<file path="config.mk">
export PLATFORM = sky130hd
export DESIGN_NAME = button_reader
export DESIGN_NICKNAME = d
export VERILOG_FILES = /design/src/rtl/button_pkg.sv /design/src/rtl/sync_2ff.sv /design/src/rtl/button_reader.sv
export SDC_FILE = /design/constraint.sdc
export NUM_CORES = 1
export LEC_CHECK = 0
export CORE_MARGIN = 1
export CORE_UTILIZATION = 45
export CTS_BUF_LIST = sky130_fd_sc_hd__clkbuf_4 sky130_fd_sc_hd__clkbuf_8
export DETAILED_ROUTE_END_ITERATION = 16
export GPL_TIMING_DRIVEN = 0
export SETUP_SLACK_MARGIN = 0.02
export SYNTH_ARGS = -nofsm -noshare
export SYNTH_HDL_FRONTEND = slang
export SYNTH_SLANG_ARGS = --single-unit
</file>
<file path="constraint.sdc">
create_clock -name clk -period 2.2 [get_ports clk]
set_input_delay 0.33 -clock clk [delete_from_list [all_inputs] [get_ports clk]]
set_output_delay 0.33 -clock clk [all_outputs]
set_load 0.01 [all_outputs]
</file>
<file path="src/rtl/button_pkg.sv">
// Shared types and helpers for the push-button reader: FSM state encoding
// and the millisecond-to-cycle conversion used to size its counters.
package button_pkg;

  typedef enum logic [2:0] {
    IDLE,
    PRESS_WAIT,
    HELD,
    LONG_HELD,
    RELEASE_WAIT
  } btn_state_t;

  // Integer ms -> clock cycles; divide first so large clocks stay in range.
  function automatic int ms_to_cycles(input int clk_hz, input int ms);
    return clk_hz / 1000 * ms;
  endfunction

endpackage

</file>
<file path="src/rtl/sync_2ff.sv">
// Two-flop synchroniser for asynchronous pad inputs; both flops reset to
// RST_VAL so the idle level is presented immediately after reset.
module sync_2ff #(
  parameter logic RST_VAL = 1'b0
) (
  input  logic clk,
  input  logic rst_n,
  input  logic d,
  output logic q
);

  logic meta;

  always_ff @(posedge clk or negedge rst_n) begin
    if (!rst_n) begin
      meta <= RST_VAL;
      q    <= RST_VAL;
    end else begin
      meta <= d;
      q    <= meta;
    end
  end

endmodule

</file>
<file path="src/rtl/button_reader.sv">
// Push-button reader: synchronises and debounces one pad, then emits
// single-cycle press / release / short / long events and a clean level.
module button_reader
  import button_pkg::*;
#(
  parameter int CLK_HZ      = 25000000,
  parameter int DEBOUNCE_MS = 10,
  parameter int LONG_MS     = 1000,
  parameter int ACTIVE_LOW  = 1
) (
  input  logic       clk,
  input  logic       rst_n,
  input  logic       btn_in,
  output logic       btn_level,
  output logic       press_pulse,
  output logic       release_pulse,
  output logic       short_pulse,
  output logic       long_pulse,
  output btn_state_t state_dbg
);

  localparam int DEB_CYC  = ms_to_cycles(CLK_HZ, DEBOUNCE_MS);
  localparam int LONG_CYC = ms_to_cycles(CLK_HZ, LONG_MS);
  localparam int CNT_W    = $clog2(LONG_CYC + 1);

  localparam logic [CNT_W-1:0] ONE       = CNT_W'(1);
  localparam logic [CNT_W-1:0] CNT_MAX   = {CNT_W{1'b1}};
  localparam logic [CNT_W-1:0] DEB_LAST  = CNT_W'(DEB_CYC - 1);
  localparam logic [CNT_W-1:0] LONG_LAST = CNT_W'(LONG_CYC - 1);

  generate
    if (DEB_CYC < 1 || LONG_CYC <= DEB_CYC) begin : g_bad_timing
      $error("button_reader: need DEB_CYC >= 1 and LONG_CYC > DEB_CYC");
    end
  endgenerate

  // Valid/ready does not apply here: every *_pulse output is a one-cycle
  // strobe with no back-pressure; consumers must sample it on the cycle it is high.

  logic sync_q;
  logic p;

  sync_2ff #(.RST_VAL(ACTIVE_LOW != 0)) u_sync (
    .clk   (clk),
    .rst_n (rst_n),
    .d     (btn_in),
    .q     (sync_q)
  );

  assign p = (ACTIVE_LOW != 0) ? ~sync_q : sync_q;

  btn_state_t       state, state_n;
  logic [CNT_W-1:0] deb_cnt, deb_n;
  logic [CNT_W-1:0] long_cnt, long_n;
  logic             long_fired, fired_n;
  logic             level_n, press_n, release_n, short_n, long_p_n;

  always_ff @(posedge clk or negedge rst_n) begin
    if (!rst_n) begin
      state         <= IDLE;
      deb_cnt       <= '0;
      long_cnt      <= '0;
      long_fired    <= 1'b0;
      btn_level     <= 1'b0;
      press_pulse   <= 1'b0;
      release_pulse <= 1'b0;
      short_pulse   <= 1'b0;
      long_pulse    <= 1'b0;
    end else begin
      state         <= state_n;
      deb_cnt       <= deb_n;
      long_cnt      <= long_n;
      long_fired    <= fired_n;
      btn_level     <= level_n;
      press_pulse   <= press_n;
      release_pulse <= release_n;
      short_pulse   <= short_n;
      long_pulse    <= long_p_n;
    end
  end

  always_comb begin
    state_n   = state;
    deb_n     = deb_cnt;
    long_n    = long_cnt;
    fired_n   = long_fired;
    level_n   = btn_level;
    press_n   = 1'b0;
    release_n = 1'b0;
    short_n   = 1'b0;
    long_p_n  = 1'b0;
    case (state)
      IDLE: begin
        if (p) begin
          state_n = PRESS_WAIT;
          deb_n   = ONE;
        end
      end
      PRESS_WAIT: begin
        if (!p) begin
          state_n = IDLE;
          deb_n   = '0;
        end else if (deb_cnt >= DEB_LAST) begin
          state_n = HELD;
          press_n = 1'b1;
          level_n = 1'b1;
          long_n  = '0;
          fired_n = 1'b0;
          deb_n   = '0;
        end else if (deb_cnt != CNT_MAX) begin
          deb_n = deb_cnt + ONE;
        end
      end
      HELD: begin
        // long_cnt only advances while held, so bounces freeze it in place.
        if (!p) begin
          state_n = RELEASE_WAIT;
          deb_n   = ONE;
        end else if (long_cnt >= LONG_LAST) begin
          state_n  = LONG_HELD;
          long_p_n = 1'b1;
          fired_n  = 1'b1;
        end else begin
          long_n = long_cnt + ONE;
        end
      end
      LONG_HELD: begin
        if (!p) begin
          state_n = RELEASE_WAIT;
          deb_n   = ONE;
        end
      end
      RELEASE_WAIT: begin
        if (p) begin
          state_n = long_fired ? LONG_HELD : HELD;
          deb_n   = '0;
        end else if (deb_cnt >= DEB_LAST) begin
          state_n   = IDLE;
          release_n = 1'b1;
          short_n   = ~long_fired;
          level_n   = 1'b0;
          deb_n     = '0;
        end else if (deb_cnt != CNT_MAX) begin
          deb_n = deb_cnt + ONE;
        end
      end
      default: begin
        state_n = IDLE;
        deb_n   = '0;
      end
    endcase
  end

  assign state_dbg = state;

endmodule

</file>
Word-level counts from Yosys, hierarchy flattened
Index checks and enable logic that the tools add are counted.
Storage, ports and cells
  input bits: 3
  flip-flop bits (word level): 61
  output and inout port bits: 8
  word-level logic and storage cells: 85
Cells by class
  reduce and logical (&&, ||, !) cells: 9
  bitwise gates (word level): 1
  equal/unequal tests: 18
  multiplexer cells: 42
  add/sub/neg operators: 2
  magnitude comparators: 2
Operator list (count)
  two-way mux 25 bit: 10
  one-hot mux 25 bit (4 select lines): 1
  adder 25 x 1 -> 25 bit, second input constant: 2
  one-hot mux 25 bit (2 select lines): 1
  greater-or-equal comparator 25 x 18 -> 1 bit, second input constant: 1
  greater-or-equal comparator 25 bit, second input constant: 1
  inequality test 25 bit, second input constant: 1
  two-way mux 3 bit: 8
  AND reduction 5 bit: 4
  two-way mux 1 bit: 19
  one-hot mux 3 bit (5 select lines): 1
  inequality test 2 bit, second input constant: 7
  == test 3 x 2 -> 1 bit, second input constant: 2
  inequality test 2 x 1 -> 1 bit, second input constant: 3
  inequality test 3 x 2 -> 1 bit, second input constant: 2
  one-hot mux 1 bit (2 select lines): 2
  nonzero test 2 bit: 2
  == test 3 x 1 -> 1 bit, second input constant: 1
  == test 3 bit, second input constant: 1
  zero test 3 bit: 1
  inequality test 3 bit, second input constant: 1
  AND reduction 2 bit: 1
  OR reduction 2 bit: 1
  inverter 1 bit: 1

Logic depth before layout (Yosys ltp)
Gate-level depths: netlist of run 1.
  depth after elaboration: 5
  mapped depth: 9
  mapped depth without buffers: 7

By module
A second synthesis of run 1 with hierarchy kept.
Second synthesis, totals
  cell total of the unflattened synthesis: 349
  area, all modules: 3209.3 sq um
By module, submodules not included
  button_reader: cells an instance 347, times used 1, area each 3156.8 sq um
  sync_2ff: cells an instance 2, times used 1, area each 52.6 sq um

Least setup slack after synthesis of run 1
No wires, ideal clock.
  path type: reg-to-reg
  start: reg long_cnt[7]
  end: reg long_cnt[5]
  period minus slack after synthesis: 2.117 ns
  stages on the path, launching flop included: 7
  data required time: 2.121 ns
  path buffers: 1
  library setup time: 0.079 ns
  setup slack: 0.083 ns
  data arrival time: 2.039 ns
  path through: dfrtp_1 > or3_1 > o311ai_2 > or3b_1 > buf_2 > or3_1 > a21oi_1
On the way
  word-level cells in the longest chain between the ends: 3
Ends and longest elaborated chain
  start, declared: line button_reader.sv:54  | logic [CNT_W-1:0] long_cnt, long_n;
  start signal, assigned: line button_reader.sv:72  | long_cnt <= long_n;
  greater-or-equal comparator 25 bit: line button_reader.sv:119  | end else if (long_cnt >= LONG_LAST) begin
  inequality test 2 bit (no source line)
  AND reduction 5 bit (no source line)
No other way between the ends.
A chain may end at the register's enable or synchronous reset.

Final worst setup path of run 1
  start: reg long_cnt[0]
  end: reg long_cnt[3]
On the way
  word-level cells in the longest chain between the ends: 4
Ends and longest elaborated chain
  adder 25 x 1 -> 25 bit: line button_reader.sv:124  | long_n = long_cnt + ONE;
  two-way mux 25 bit: line button_reader.sv:119
  two-way mux 25 bit: line button_reader.sv:116  | if (!p) begin
  one-hot mux 25 bit (2 select lines): line button_reader.sv:92  | case (state)
Parallel ways exist; a longest one is shown, timed or not. The select of a mux whose other input is x is not followed.

==> flow_metrics.tcl, run 1 <==
set metrics [dict create \
    numCtsBuffers 9 \
    clkPwrFrac_pct 44.4 \
    cp-start-kind "register" \
    final_nets 426 \
    combPwrFrac_pct 7.0 \
    die-area_um2 7700 \
    maxSlewHeadroom_pct 48.9 \
    die-height_um 87.8 \
    post-route-period-util_pct 96.2 \
    syn_area_per_cell_um2 8.97 \
    port-buffer-count 10 \
    cts_root_buf "clkbuf_8" \
    htreeDepth 3 \
    seq_power_share_pct 48.6 \
    first_pass_iters 4 \
    synth_top_cell_area_share_pct 44.6 \
    antenna_cells 0 \
    ys_seq_elements 61 \
    tritoncts "done" \
    r2r_end "long_cnt[3]" \
    async_reset_ff_share_pct 100 \
    layout_min_cycle_time_ps 2120 \
    hold_path_class "in -> async" \
    cp_max_fo 8 \
    die_w_um 87.8 \
    antenna_found_initial 0 \
    syn_inst 369 \
    cp_data_arrival_time_ps 2390 \
    drc_errors 0 \
    synth_area_leaders "dfrtp_1 45%, nor2_1 4.9%, nand2_1 4.5%" \
    p_leak_nw 1.70 \
    first_global_vias 2686 \
    status "completed" \
    reg2reg_from "long_cnt[0]" \
    yosysMostFrequentCell "dfrtp_1" \
    cts.path.max_buffers 2 \
    clkTransAtPathRegs_ps 70 \
    yosys-top-cells-count "59 x dfrtp_1, 43 x nor2_1, 40 x nand2_1" \
    grt-ovfl-total 0 \
    clock_latency_ps 350 \
    drt_iter0_markers 216 \
    ys_warn_count 0 \
    routed_via_density 5.79 \
    grtUsageTotal_pct 22.5 \
    grt_pass1_wl_um 13100 \
    powerDensity_nw_per_um2 561 \
    report.final.setup_viol 0 \
    ir_worst_vdd_mv 0.262 \
    r2r_cells 6 \
    tightest_slew_ps 767 \
    syn_area_um2 3310 \
    drive_gt1_share_pct 27.0 \
    internal-power_mw 1.81 \
    cts_sinks 61 \
    worst-r2r-setup-slack_ps 80 \
    io_pins 11 \
    synth-seq-area-share_pct 46.2 \
    worstSetupPathType "reg -> reg" \
    placementRows 30 \
    fmax_ghz 0.472 \
    start_util_pct 47.7 \
    core_area_um2 6940 \
    gp_congestion 0.822 \
    synthesis.nets 374 \
    vias 3021 \
    postLayoutCoreUtil_pct 61.2 \
    hold_viol_final 0 \
    yosysTopAreaCell "dfrtp_1" \
    synth-edff-count 0 \
    grt_max_degree 35 \
    ys.flop_type "dfrtp_1" \
    dp.final_hpwl_um 5170 \
    power_switching_uw 572 \
    area_delta_synth_final_pct 28.5 \
    stdcell_area_um2 4250 \
    drtAntennaViolNets 0 \
    slew_violations 0 \
    placed_cell_area_um2 3550 \
    end_kind "register" \
    routed_wl_um 8330 \
    wl_per_cell_um 16.0 \
    skew_ps 13.2 \
    cp_data_required_time_ps 2480 \
    synthDistinctLibCells 51 \
    p_sw_share_pct 24.0 \
    maxCapViolCount 0 \
]
-- worst max-delay path, cell delays in order, from the launching register on --
cell      delay (ps)
dfrtp_1          400
and4_4           200
and3_4           200
o311ai_4         300
or3b_4           460
or4_1            410
o21ai_1           90
-- power by group through the flow --
stage | clock [mW] | sequential (mW) | combinational [mW]
floorplan | 0 | 1.17 | 0.0835
global placement | 0 | 1.17 | 0.140
detailed placement | 0 | 1.17 | 0.146
CTS | 1.08 | 1.15 | 0.151
global route | 1.13 | 1.16 | 0.188
finish | 1.06 | 1.16 | 0.167
-- per-layer routing --
| metal | GRT usage (%) | part of all wire (%) | routed length (µm) |
|---|---|---|---|
| met3 | 4.52 | 5.6 | 468 |
| met4 | 10.3 | 2.2 | 182 |
| met5 | 0 | 0 | 0 |
| met1 | 31.6 | 48 | 4000 |
| met2 | 33.5 | 44 | 3690 |
-- logic make-up (layout without fill, tap and decap cells) --
group,count (synthesis),after routing,share of synthesized area (%)
AOI/OAI and AO/OA,69,70,13.6
xor gates and xnor gates,18,18,4.76
adders and majority gates,2,2,0.756
buffers and inverters,22,78,2.72
DFF,61,61,46.2
muxes,2,2,0.642
and+or+nand+nor,195,195,31.3
-- state kept, by name (all words and copies together), names as in the netlist --
signal	flops
long_fired	1
long_cnt	25
deb_cnt	25
long_pulse	1
press_pulse	1
short_pulse	1
state_dbg	3
u_sync.q	1
u_sync.meta	1
release_pulse	1
btn_level	1
-- through the flow --
step / power (mW) / cells / setup slack (ps) / TNS [ps] / hold slack, ps
floorplan: 1.25 / 369 / 82.5 / 0 / 34.4
global placement: 1.31 / 475 / -1190 / -77940 / 350
detailed placement: 1.32 / 476 / -281 / -7310 / 350
CTS: 2.39 / 510 / 1.42 / 0 / 84.1
global route: 2.48 / 522 / -4.33 / -4.33 / 136
finish: 2.38 / 522 / 83.0 / 0 / 52.9
-- worst max path at each step --
stage                       startpoint      endpoint  depth (start not counted)
final                      long_cnt[0]   long_cnt[3]                          6
after global routing      long_cnt[13]   long_cnt[8]                          8
after CTS                 state_dbg[0]  long_cnt[22]                          7
after detailed placement    deb_cnt[8]  long_cnt[12]                          5
after global placement           rst_n   deb_cnt[22]                          1
after floorplan            long_cnt[7]   long_cnt[5]                          6
-- cell type report --
class	count	area [µm²]
multi-input cells	287	1920
clock inverters	3	45.0
fillers	593	2690
well taps	96	120
repair buffers	43	355
inverters	6	22.5
plain buffers	13	85.1
clock buffers	13	166
flip-flops and latches	61	1540
-- cells in the final DEF (no fill, tap or decap), types with 7 or more instances in the layout --
master	instances
nand4_1	14
nor2_1	41
nand3_1	17
o21ai_0	10
nor3_1	12
nor3_2	7
buf_4	35
a21oi_1	15
a31oi_1	18
dfrtp_2	7
clkbuf_8	11
nand2_1	38
and2_1	7
xnor2_1	16
dfrtp_1	52
clkdlybuf4s50_1	9
-- timing repair --
item | CTS | global route
setup endpoints to repair | 45 | 49
gates cloned | 0 | 1
gates resized for setup | 26 | 47
pin swaps | 8 | 16
hold buffers | 0 | 0
setup buffers | 18 | 14
No activity file was read; power rests on OpenSTA's default activity.
==> inputs of run 2 (changes only) <==
ABC_CLOCK_PERIOD_IN_PS = 2200   (was default)
CORE_MARGIN = 8   (was 1)
TNS_END_PERCENT = 10   (was default)
==> flow_metrics.tcl, run 2 (synthesis gave the netlist of run 1 again) <==
set metrics [dict create \
    status "finished with violations" \
    violations "setup timing" \
    layout_commonest_cell "dfrtp_1" \
    port-buffer-count 10 \
    placed_cell_area_um2 3550 \
    stdcell_area_um2 4160 \
    dp.final_hpwl_um 5190 \
    drive_gt1_share_pct 23.8 \
    antenna_cells 0 \
    placementRows 31 \
    antenna_found_initial 0 \
    rsz0062_at_grt "true" \
    wl_per_cell_um 16.1 \
    final_nets 412 \
    use_met3_pct 3.99 \
    fin_cells 511 \
    die-area_um2 10400 \
    drt_iter0_markers 119 \
    grtUsageTotal_pct 16.8 \
    gp_congestion 0.854 \
    hold_path_class "reg -> reg" \
    die-height_um 102 \
    cp_data_arrival_time_ps 2520 \
    fmax_ghz 0.444 \
    post-route-worst-setup-slack_ps -50.6 \
    worstSetupPathType "reg -> reg" \
    post-route-period-util_pct 102 \
    maxCapViolCount 0 \
    routed_wl_um 8220 \
    cts_sinks 61 \
    final_cell_mix "53 x dfrtp_1, 41 x nor2_1, 38 x nand2_1" \
    cp-start-kind "register" \
    grtUsageMet2_pct 26.2 \
    grt_pass1_wl_um 13900 \
    postLayoutCoreUtil_pct 57.9 \
    cp_data_required_time_ps 2470 \
    cts.path.max_buffers 2 \
    area_delta_synth_final_pct 25.5 \
    tightest_slew_ps 551 \
    routed_via_density 5.81 \
    start_util_pct 46.1 \
    vias 2968 \
    report.final.setup_viol 4 \
    grt_max_degree 41 \
    end_kind "register" \
    powerDensity_nw_per_um2 586 \
    grt-ovfl-total 0 \
    die_w_um 102 \
    cp_max_fo 8 \
    cts_root_buf "clkbuf_8" \
    clkTransAtPathRegs_ps 70 \
    hold_viol_final 0 \
    p_leak_nw 1.66 \
    drc_errors 0 \
    p_total_mw 2.44 \
    dp.cells 479 \
    clock_latency_ps 350 \
    dp_slack_ps -458 \
    ir_worst_vdd_mv 0.293 \
    slew_violations 0 \
    layout_min_cycle_time_ps 2250 \
    maxSlewHeadroom_pct 63.3 \
    numCtsBuffers 9 \
    skew_ps 21.8 \
    first_pass_iters 5 \
    drtAntennaViolNets 0 \
    core_area_um2 7180 \
    grt_use_met1_pct 21.8 \
    first_global_vias 2927 \
    io_pins 11 \
    htreeDepth 3 \
    grt_busiest_layer "met2" \
    tritoncts "done" \
]
## run 2: cell types whose count changed in the layout (fill, tap and decap cells not counted), moves of 2 or more
cell,delta
clkbuf_4,+3
buf_4,-19
clkinv_2,+3
clkinvlp_4,-2
## run 2: metal layers
layer / wire [µm] / part of all wire [%]
met2: 4030 / 49
met3: 302 / 3.7
met4: 113 / 1.4
met5: 0 / 0
met1: 3780 / 46
## run 2: stage by stage
| step | TNS, ps | hold WS (ps) |
|---|---|---|
| after CTS | -88.6 | 360 |
| after floorplan | 0 | 34.4 |
| after global placement | -77020 | 347 |
| after detailed placement | -9140 | 335 |
| after global routing | -625 | 366 |
| final | -122 | 359 |
## run 2: worst max-delay path: stages (launching register included)
cell,delay [ps]
dfrtp_1,420
or3_4,420
o311ai_4,320
or3b_1,400
buf_6,140
or4_4,420
o21ai_2,70
## run 2: final cells by class
class                   instances  area (µm²)
clock buffers                  11         145
flip-flops and latches         61        1540
well taps                      99         124
inverters                       6        22.5
repair buffers                 28         258
multi-input cells             287        1910
clock inverters                 5        75.1
fillers                       631        3020
plain buffers                  14        88.8
## run 2: report_power, final
part / total, mW / internal, mW / leakage [nW] / switching (mW)
Combinational: 0.153 / 0.0541 / 0.714 / 0.0991
Clock: 1.13 / 0.676 / 0.116 / 0.453
Sequential: 1.15 / 1.14 / 0.830 / 0.0155
Total: 2.43 / 1.87 / 1.66 / 0.568
## run 2: path summary, 6_finish.rpt
kind                        startpoint     endpoint  slack (ps)  cells past startpoint
setup / recovery           long_cnt[7]  long_cnt[3]         -50                      6
hold / removal             u_sync.meta     u_sync.q         360                      0
setup reg to reg           long_cnt[7]  long_cnt[3]         -50                      6
hold reg to reg            u_sync.meta     u_sync.q         360                      0
max in group asynchronous        rst_n  u_sync.meta        1050                      3
min in group asynchronous        rst_n  deb_cnt[10]         490                      2
## run 2: repair_timing
action                                  in CTS  in global routing
endpoints found under the setup margin      45                 44
resized for setup                           25                 37
pin swaps                                    5                 16
endpoints found under the hold margin       20                  0
gates cloned                                 0                  1
hold buffers                                 1                  0
setup buffers                                6                 10
